[src/rtl/fp_pkg.sv]
// Shared FP writeback definitions: register-file geometry, queue entry layout
// and the round-robin source encoding.
package fp_pkg;

    localparam int DATA_WIDTH = 64;
    localparam int ADDR_WIDTH = 5;
    localparam int NUM_REGS   = 1 << ADDR_WIDTH;

    typedef struct packed {
        logic [ADDR_WIDTH-1:0] addr;
        logic [DATA_WIDTH-1:0] data;
    } fp_wb_entry_t;

    typedef enum logic {
        SRC_FPU = 1'b0,
        SRC_LD  = 1'b1
    } fp_wb_src_e;

endpackage

[src/rtl/fp_wb_rr_arbiter.sv]
// Two-way round-robin arbiter between the FPU and the FP load unit.
// rr_ptr only moves when both sides compete and one of them is granted.
module fp_wb_rr_arbiter
    import fp_pkg::*;
(
    input  logic clk,
    input  logic rst_n,
    input  logic enable,
    input  logic fpu_req,
    input  logic ld_req,
    output logic fpu_gnt,
    output logic ld_gnt
);

    fp_wb_src_e rr_ptr_q;
    fp_wb_src_e rr_ptr_d;

    always_comb begin
        fpu_gnt  = 1'b0;
        ld_gnt   = 1'b0;
        rr_ptr_d = rr_ptr_q;
        if (enable) begin
            if (fpu_req && ld_req) begin
                if (rr_ptr_q == SRC_FPU) begin
                    fpu_gnt  = 1'b1;
                    rr_ptr_d = SRC_LD;
                end else begin
                    ld_gnt   = 1'b1;
                    rr_ptr_d = SRC_FPU;
                end
            end else begin
                fpu_gnt = fpu_req;
                ld_gnt  = ld_req;
            end
        end
    end

    always_ff @(posedge clk or negedge rst_n) begin
        if (!rst_n) begin
            rr_ptr_q <= SRC_FPU;
        end else begin
            rr_ptr_q <= rr_ptr_d;
        end
    end

endmodule

[src/rtl/fp_writeback_queue.sv]
// FIFO of FP results in front of the FP register file write port, with a
// per-register pending mask. Optional forwarding port under FP_WB_BYPASS_EN.
module fp_writeback_queue #(
    parameter int DATA_WIDTH = fp_pkg::DATA_WIDTH,
    parameter int ADDR_WIDTH = fp_pkg::ADDR_WIDTH,
    parameter int DEPTH      = 4
) (
    input  logic                     Clk,
    input  logic                     Rst_n,
    input  logic                     fpu_valid,
    output logic                     fpu_ready,
    input  logic [ADDR_WIDTH-1:0]    fpu_addr,
    input  logic [DATA_WIDTH-1:0]    fpu_data,
    input  logic                     ld_valid,
    output logic                     ld_ready,
    input  logic [ADDR_WIDTH-1:0]    ld_addr,
    input  logic [DATA_WIDTH-1:0]    ld_data,
    input  logic                     drain_hold,
    output logic                     rf_write_En,
    output logic [ADDR_WIDTH-1:0]    rf_writeAddr,
    output logic [DATA_WIDTH-1:0]    rf_data,
    output logic [(1<<ADDR_WIDTH)-1:0] pending,
    output logic [$clog2(DEPTH):0]   count,
    output logic                     empty,
    output logic                     full
`ifdef FP_WB_BYPASS_EN
    ,
    input  logic [ADDR_WIDTH-1:0]    byp_addr,
    output logic                     byp_hit,
    output logic [DATA_WIDTH-1:0]    byp_data
`endif
);

    localparam int NUM_REGS = 1 << ADDR_WIDTH;
    localparam int PTR_W    = $clog2(DEPTH);
    localparam int CNT_W    = PTR_W + 1;

    logic [PTR_W-1:0]      head_q, head_d;
    logic [PTR_W-1:0]      tail_q, tail_d;
    logic [CNT_W-1:0]      count_q, count_d;
    logic [DEPTH-1:0]      valid_q, valid_d;
    logic [ADDR_WIDTH-1:0] addr_q [DEPTH];
    logic [ADDR_WIDTH-1:0] addr_d [DEPTH];
    logic [DATA_WIDTH-1:0] data_q [DEPTH];
    logic [DATA_WIDTH-1:0] data_d [DEPTH];

    logic                  fpu_gnt, ld_gnt, push, pop;
    logic [ADDR_WIDTH-1:0] push_addr;
    logic [DATA_WIDTH-1:0] push_data;

    assign empty = (count_q == '0);
    assign full  = (count_q == CNT_W'(DEPTH));
    assign count = count_q;

    // Gating with Rst_n keeps both readies low for the whole reset window.
    fp_wb_rr_arbiter u_arb (
        .clk     (Clk),
        .rst_n   (Rst_n),
        .enable  (Rst_n & ~full),
        .fpu_req (fpu_valid),
        .ld_req  (ld_valid),
        .fpu_gnt (fpu_gnt),
        .ld_gnt  (ld_gnt)
    );

    assign fpu_ready = fpu_gnt;
    assign ld_ready  = ld_gnt;
    assign push      = fpu_gnt | ld_gnt;
    assign push_addr = fpu_gnt ? fpu_addr : ld_addr;
    assign push_data = fpu_gnt ? fpu_data : ld_data;

    assign pop          = ~empty & ~drain_hold;
    assign rf_write_En  = pop;
    assign rf_writeAddr = addr_q[head_q];
    assign rf_data      = data_q[head_q];

    // Push only happens when not full, so the tail slot never aliases the head being popped.
    always_comb begin
        head_d  = head_q;
        tail_d  = tail_q;
        count_d = count_q;
        valid_d = valid_q;
        addr_d  = addr_q;
        data_d  = data_q;
        if (pop) begin
            valid_d[head_q] = 1'b0;
            head_d          = head_q + PTR_W'(1);
        end
        if (push) begin
            valid_d[tail_q] = 1'b1;
            addr_d[tail_q]  = push_addr;
            data_d[tail_q]  = push_data;
            tail_d          = tail_q + PTR_W'(1);
        end
        case ({push, pop})
            2'b10:   count_d = count_q + CNT_W'(1);
            2'b01:   count_d = count_q - CNT_W'(1);
            default: count_d = count_q;
        endcase
    end

    always_ff @(posedge Clk or negedge Rst_n) begin
        if (!Rst_n) begin
            head_q  <= '0;
            tail_q  <= '0;
            count_q <= '0;
            valid_q <= '0;
        end else begin
            head_q  <= head_d;
            tail_q  <= tail_d;
            count_q <= count_d;
            valid_q <= valid_d;
        end
    end

    // Payload needs no reset: it is only observed through the valid bits.
    always_ff @(posedge Clk) begin
        addr_q <= addr_d;
        data_q <= data_d;
    end

    always_comb begin
        pending = '0;
        for (int i = 0; i < DEPTH; i++) begin
            if (valid_q[i]) begin
                pending[addr_q[i]] = 1'b1;
            end
        end
    end

`ifdef FP_WB_BYPASS_EN
    // Walk oldest to youngest so the last match is the youngest value.
    always_comb begin
        logic [PTR_W-1:0] idx;
        idx      = '0;
        byp_hit  = 1'b0;
        byp_data = '0;
        for (int k = 0; k < DEPTH; k++) begin
            idx = head_q + PTR_W'(k);
            if (valid_q[idx] && (addr_q[idx] == byp_addr)) begin
                byp_hit  = 1'b1;
                byp_data = data_q[idx];
            end
        end
    end
`endif

    initial assert (NUM_REGS == (1 << ADDR_WIDTH) && DEPTH >= 2 && (DEPTH & (DEPTH - 1)) == 0);

endmodule

[config.mk]
export PLATFORM = sky130hd
export DESIGN_NAME = fp_writeback_queue
export DESIGN_NICKNAME = d
export VERILOG_FILES = /design/src/rtl/fp_pkg.sv /design/src/rtl/fp_wb_rr_arbiter.sv /design/src/rtl/fp_writeback_queue.sv
export SDC_FILE = /design/constraint.sdc
export NUM_CORES = 1
export LEC_CHECK = 0
export CAP_MARGIN = 20
export CORE_MARGIN = 1.5
export CORE_UTILIZATION = 56
export CTS_CLUSTER_DIAMETER = 60
export DETAILED_ROUTE_END_ITERATION = 6
export PLACE_DENSITY = 0.86
export SKIP_CTS_REPAIR_TIMING = 1
export SYNTH_ARGS = -nofsm -noshare
export SYNTH_HDL_FRONTEND = slang
export SYNTH_SLANG_ARGS = --single-unit
[constraint.sdc]
create_clock -name Clk -period 4.6 [get_ports Clk]
set_input_delay 0.92 -clock Clk [delete_from_list [all_inputs] [get_ports Clk]]
set_output_delay 0.92 -clock Clk [all_outputs]
set_load 0.02 [all_outputs]
== Word-level counts from Yosys, hierarchy flattened ==
Index checks and enable logic that the tools add are counted.

* Register bits after elaboration: 288
* Input port bits: 143
* Output and inout bits: 109
* Word-level logic and storage cells: 99

* $add $sub $neg: 4
* Magnitude comparators: 15
* Equality and inequality tests: 3
* Multiplexer cells: 39
* Bitwise logic cells: 14
* Reductions and logical operators: 11

{| class="wikitable"
|+ Operators by type and width
! kind !! count
|-
| $bwmux W256 || 1
|-
| $mux W64 || 4
|-
| $bmux W64 S2 || 1
|-
| $demux W64 S2 || 1
|-
| $mux W32 || 4
|-
| $or A32 B32 Y32 || 3
|-
| $lt A5 B6 Y1 const B || 4
|-
| $bwmux W20 || 1
|-
| $demux W1 S5 || 4
|-
| $ge A5 B1 Y1 const B || 4
|-
| $mux W5 || 4
|-
| $mux W1 || 12
|-
| $bmux W5 S2 || 1
|-
| $demux W5 S2 || 1
|-
| $logic_and A1 B1 Y1 || 8
|-
| $mux W4 || 2
|-
| $ge A3 B3 Y1 const B || 2
|-
| $lt A2 B3 Y1 const B || 2
|-
| $not A2 Y3 || 2
|-
| $pmux W3 S2 || 1
|-
| $add A2 B1 Y2 const B || 2
|-
| $and A4 B4 Y4 || 1
|-
| $demux W1 S2 || 2
|-
| $ge A2 B1 Y1 const B || 2
|-
| other kinds (14) || 17
|}

== Longest topological paths before layout ==
* Depth in word-level cells: 11
* Depth in mapped cells: 10
* Gate-level depth less buffers: 9

== By module ==
Synthesis repeated with hierarchy kept, for this count alone.

* Cell total of the unflattened synthesis: 666
* Area total of the unflattened synthesis: 12639.6 um^2

{| class="wikitable"
|+ By module, submodules not included
! module !! times used !! cells each !! area each (um^2)
|-
| fp_writeback_queue || 1 || 658 || 12579.6
|-
| fp_wb_rr_arbiter || 1 || 8 || 60.1
|}

== Worst setup path after synthesis ==
OpenSTA, ideal clock, no wires.

* Path type: input -> register
* From: input port fpu_valid
* To: register addr_q[0] in the netlist's numbering (enable)
* Library setup time: 0.434 ns
* Arrival: 3.061 ns
* Required time: 4.166 ns
* Setup slack: 1.104 ns
* Cell stages on the path: 4
* Buffers on the path: 1
* Cell sequence: o21ai_0 nor2_1 clkbuf_1 and2_1

* Cells in the longest elaborated chain, start to end: 4
* Elaborated cells on any way between the ends: 6
* Classes of those cells: mux: 4; bitwise: 1; reduce/logical: 1

{| class="wikitable"
|+ Ends and longest elaborated chain
! item !! line !! RTL
|-
| start: declaration || fp_writeback_queue.sv:10 || <nowiki>input logic fpu_valid,</nowiki>
|-
| $logic_and A1 B1 Y1 || fp_wb_rr_arbiter.sv:23 || <nowiki>if (fpu_req && ld_req) begin</nowiki>
|-
| $mux W1 || fp_wb_rr_arbiter.sv:23 ||
|-
| $mux W1 || fp_wb_rr_arbiter.sv:22 || <nowiki>if (enable) begin</nowiki>
|-
| $or A1 B1 Y1 * || fp_writeback_queue.sv:68 || <nowiki>assign push = fpu_gnt | ld_gnt;</nowiki>
|-
| end signal: assignment || fp_writeback_queue.sv:118 || <nowiki>addr_q <= addr_d;</nowiki>
|-
| end: declaration || fp_writeback_queue.sv:42 || <nowiki>logic [ADDR_WIDTH-1:0] addr_q [DEPTH];</nowiki>
|}

Every way passes the cells marked *; elsewhere a longest branch is shown, timed or not.
A chain may end at the register's enable or synchronous reset.

== Worst setup path after layout ==
* From: register head_q[1]
* To: output port rf_data[34]

* Cells in the longest elaborated chain, start to end: 4

{| class="wikitable"
|+ Ends and longest elaborated chain
! item !! line !! RTL
|-
| start: declaration || fp_writeback_queue.sv:38 || <nowiki>logic [PTR_W-1:0] head_q, head_d;</nowiki>
|-
| start signal: assignment || fp_writeback_queue.sv:104 || <nowiki>head_q <= '0;</nowiki>
|-
| start signal: assignment || fp_writeback_queue.sv:109 || <nowiki>head_q <= head_d;</nowiki>
|-
| $not A2 Y3 (implied by the code) || fp_writeback_queue.sv:75 || <nowiki>assign rf_data = data_q[head_q];</nowiki>
|-
| $bmux W64 S2 || fp_writeback_queue.sv:75 ||
|-
| $mux W64 (implied by the code) (2 in series) || fp_writeback_queue.sv:75 ||
|-
| end: declaration || fp_writeback_queue.sv:21 || <nowiki>output logic [DATA_WIDTH-1:0] rf_data,</nowiki>
|}

No other way between the ends. The select of a mux whose other input is x is not followed.

==> results.yml <==
place:
  place_ws_ns: 1.03
  detailedPlacementHpwl_mm: 18.9
  final_weighted_congestion_in_routability_driven_placement: 0.938
  numPortBuffers: 251
  dpl-instance-area_mm2: 0.0153
synth:
  avgSynthCellArea_um2: 19.6
  post_synth_inst_count: 636
  synth_flop_cell: "sky130_fd_sc_hd__edfxtp_1"
  synth_largest_type_area_fraction: 0.664
  synth_seq_cells: 288
  post_synth_num_cell_types: 38
  synth_area_mm2: 0.0125
  mappedNetlistNets: 789
  synth_edf_count: 276
  synthesized_area_fraction_occupied_by_and_or_nand_nor_cells: 0.0422
  netlist.top_cell.by_area: "sky130_fd_sc_hd__edfxtp_1"
  synthesis.yosys.warnings: 0
  synth_async_sr_flop_share: 0.0417
  largest_family_of_logic_cells_by_synthesized_area: "multiplexers"
  synth-seq-area-share: 0.688
  synth-xor-area-share: 0.00421
  synth_compound_gate_area_share: 0.0471
  synth.mux.area_fraction: 0.189
  synth-adder-area-share: 0.0106
  synth_area_leaders: "sky130_fd_sc_hd__edfxtp_1 (66%), sky130_fd_sc_hd__mux4_2 (12%), sky130_fd_sc_hd__mux2_2 (6.4%)"
detailed_routing:
  detailroute.via_count: 7441
  drt_drc_violations_left: 0
  avgViaCountPerCell: 6.18
  drt_iter0_markers: 646
  route.detailed.wl_per_inst_um: 24.3
  drt_first_pass_iters: 5
  drt-total-wl_mm: 29.3
  final_antenna_net_count: 0
critical_path:
  crit_path_slowest_cell: "sky130_fd_sc_hd__dfrtp_4"
  worstSetupPathType: "flip-flop to primary output"
  timing.critical_path.fanout_max: 63
  worst_ep_required_time_ns: 3.68
  reg2reg_setup_slack_ns: 2.07
  critical_path_cell_sequence: "buf_4, mux4_2, clkdlybuf4s50_1"
  worst_path_largest_cell_delay_ns: 1.09
  reg2reg_depth: 4
  worst_setup_path_startpoint: "head_q[1]"
  startpoint_of_the_worst_register_to_register_path: "count[2]"
  worst-endpoint-arrival_ns: 2.94
  worstSetupStartpointType: "flip-flop"
  critical_path.reg2reg.endpoint: "addr_q[5]"
  cp-end-kind: "primary output"
power_and_ir_drop:
  sw_ratio: 0.317
  p_int_uw: 6620
  p_switching_uw: 3060
  powerDensity_mw_per_mm2: 594
  post_layout_total_power_uw: 9680
  pwr-share-seq: 0.397
  power.share.clock: 0.239
  p_leak_uw: 0.00535
  comb_power_share: 0.364
  power.ir.vdd_worst_uv: 551
grt:
  number_of_antenna_violations_at_the_first_check_in_global_routing: 1
  grt_pass1_wl_mm: 45.6
  first_global_vias: 7867
  largest_net_degree_at_the_start_of_global_routing: 70
  grt_remaining_overflow: 0
  gr-usage-all-layers: 0.255
floorplanning:
  placement_rows: 54
  design.core.area_mm2: 0.0218
  die_height_um: 152
  design.portCount: 252
  die_footprint_mm2: 0.0232
  die_w_um: 152
  floorplan.initialDensity: 0.572
sta:
  timing.final.crit_share: 0.839
  summed_negative_setup_slack_over_all_endpoints_ns: 0
  worst_setup_slack_after_layout_ns: 0.742
  slew_headroom: 0.305
  final.setup_skew_ns: 0.0132
  timing.final.hold_violations: 0
  worst_hold_slack_ns: 0.544
  min_period_ns: 3.86
  fmax_mhz: 259
  setup_repair_after_global_routing_missed_its_margin: "no"
  timing_worst_slew_pin_value_ns: 1.04
  report.final.setup_viol: 0
  final_max_slew_viol_count: 0
final_layout:
  final_common_cell: "sky130_fd_sc_hd__edfxtp_1"
  most-common-layout-cells: "sky130_fd_sc_hd__edfxtp_1 (276), sky130_fd_sc_hd__clkdlybuf4s50_1 (251), sky130_fd_sc_hd__mux2_2 (71)"
  fillCellCount: 1271
  drive_gt1_frac: 0.229
  layout-area-overhead-vs-synth_pct: 30.7
  nets: 1055
  final_design_area_no_fill_mm2: 0.0163
clocking:
  tritoncts_clock_tree: "built"
  cts-buffers-inserted: 28
  clock-root-buffer: "sky130_fd_sc_hd__clkbuf_16"
  clk_pin_slew_ns: 0.06
  clk_latency_ns: 0.53
  htree_num_levels: 1
  cts.sinks: 288
  number_of_buffers_on_the_longest_clock_path: 3
worst_hold_path:
  holdPathStages: 1
  hold_path_class: "flip-flop to flip-flop"
  timing.hold.worst_endpoint: "count[2]"
  hold_start: "count[2]"
flow_run:
  max-cap-violations: 0
run_status:
  status: "complete, no violations"
==> Yosys cell counts (2+ instances only) <==
library cell,count
sky130_fd_sc_hd__xor2_1,3
sky130_fd_sc_hd__or2_2,2
sky130_fd_sc_hd__nand4b_1,2
sky130_fd_sc_hd__xnor2_1,3
sky130_fd_sc_hd__nand2_1,12
sky130_fd_sc_hd__and4_1,2
sky130_fd_sc_hd__clkbuf_1,10
sky130_fd_sc_hd__and2_1,6
sky130_fd_sc_hd__and4b_1,6
sky130_fd_sc_hd__mux4_2,69
sky130_fd_sc_hd__nand3b_1,5
sky130_fd_sc_hd__nor2b_1,12
sky130_fd_sc_hd__nor4bb_1,6
sky130_fd_sc_hd__buf_2,13
sky130_fd_sc_hd__a32oi_1,6
sky130_fd_sc_hd__a22o_1,4
sky130_fd_sc_hd__nand2b_1,4
sky130_fd_sc_hd__nor2_1,8
sky130_fd_sc_hd__a22oi_1,26
sky130_fd_sc_hd__inv_1,11
sky130_fd_sc_hd__dfrtp_1,12
sky130_fd_sc_hd__o221ai_1,32
sky130_fd_sc_hd__mux2_2,71
sky130_fd_sc_hd__buf_6,7
sky130_fd_sc_hd__nor4b_1,2
sky130_fd_sc_hd__edfxtp_1,276
sky130_fd_sc_hd__ha_1,9
sky130_fd_sc_hd__nand3_1,6
sky130_fd_sc_hd__nand4_1,2
==> final cells by class <==
type,count,area [um^2],area share
diodes,1,2.50,0.000153
clock buffers,38,790,0.0484
clock inverters,14,163,0.00998
inverters,11,41.3,0.00253
multi-input cells,307,3670,0.225
flip-flops and latches,288,8600,0.527
well taps,280,350,0.0215
repair buffers,266,2690,0.165
==> critical path: cells and delay by family, from the launching register on <==
kind | cells | cell delay, ns
flip-flops | 1 | 1.09
multiplexers | 1 | 0.38
buffers and inverters | 2 | 0.92
==> kinds of logic after synthesis <==
kind of cell / after synthesis
compound gates: 70
xor+xnor: 6
simple gates: 80
fa+ha+maj: 10
flops: 288
mux: 141
buf+inv: 41
==> routing by layer <==
metal	global-route usage	part of all wire	vias to the layer above
li1	-	-	3225
met1	0.333	0.38	3764
met2	0.422	0.50	399
met3	0.0722	0.10	53
met4	0.0777	0.023	0
met5	0	0	-
==> flip-flops by register name, indices dropped and copies added, names as in the netlist <==
signal / count
u_arb.rr_ptr_q: 1
head_q: 2
data_q: 256
count: 3
tail_q: 2
valid_q: 4
addr_q: 20
==> per-stage QoR <==
stage | util | cells
finish | 0.747 | 1205
global route | 0.747 | 1204
CTS | 0.747 | 1204
detailed placement | 0.703 | 1152
global placement | 0.703 | 1152
floorplan | - | 636
==> power by group through the flow <==
stage,Combinational (uW),Sequential [uW],Clock [uW]
floorplan,2210,3650,0
global placement,3490,3860,0
detailed placement,3510,3890,0
CTS,3550,3850,2340
global route,3720,3910,2460
finish,3520,3840,2320
==> worst max path at each step <==
stage | endpoint | slack [ns] | cells past startpoint
after floorplan | addr_q[0] | 1.10 | 4
after global placement | data_q[205] | 1.06 | 6
after detailed placement | data_q[73] | 1.03 | 6
after CTS | rf_data[34] | 0.72 | 3
after global routing | rf_data[34] | 0.62 | 3
final | rf_data[34] | 0.74 | 3
Note: power is estimated with default switching activity, not from simulation.
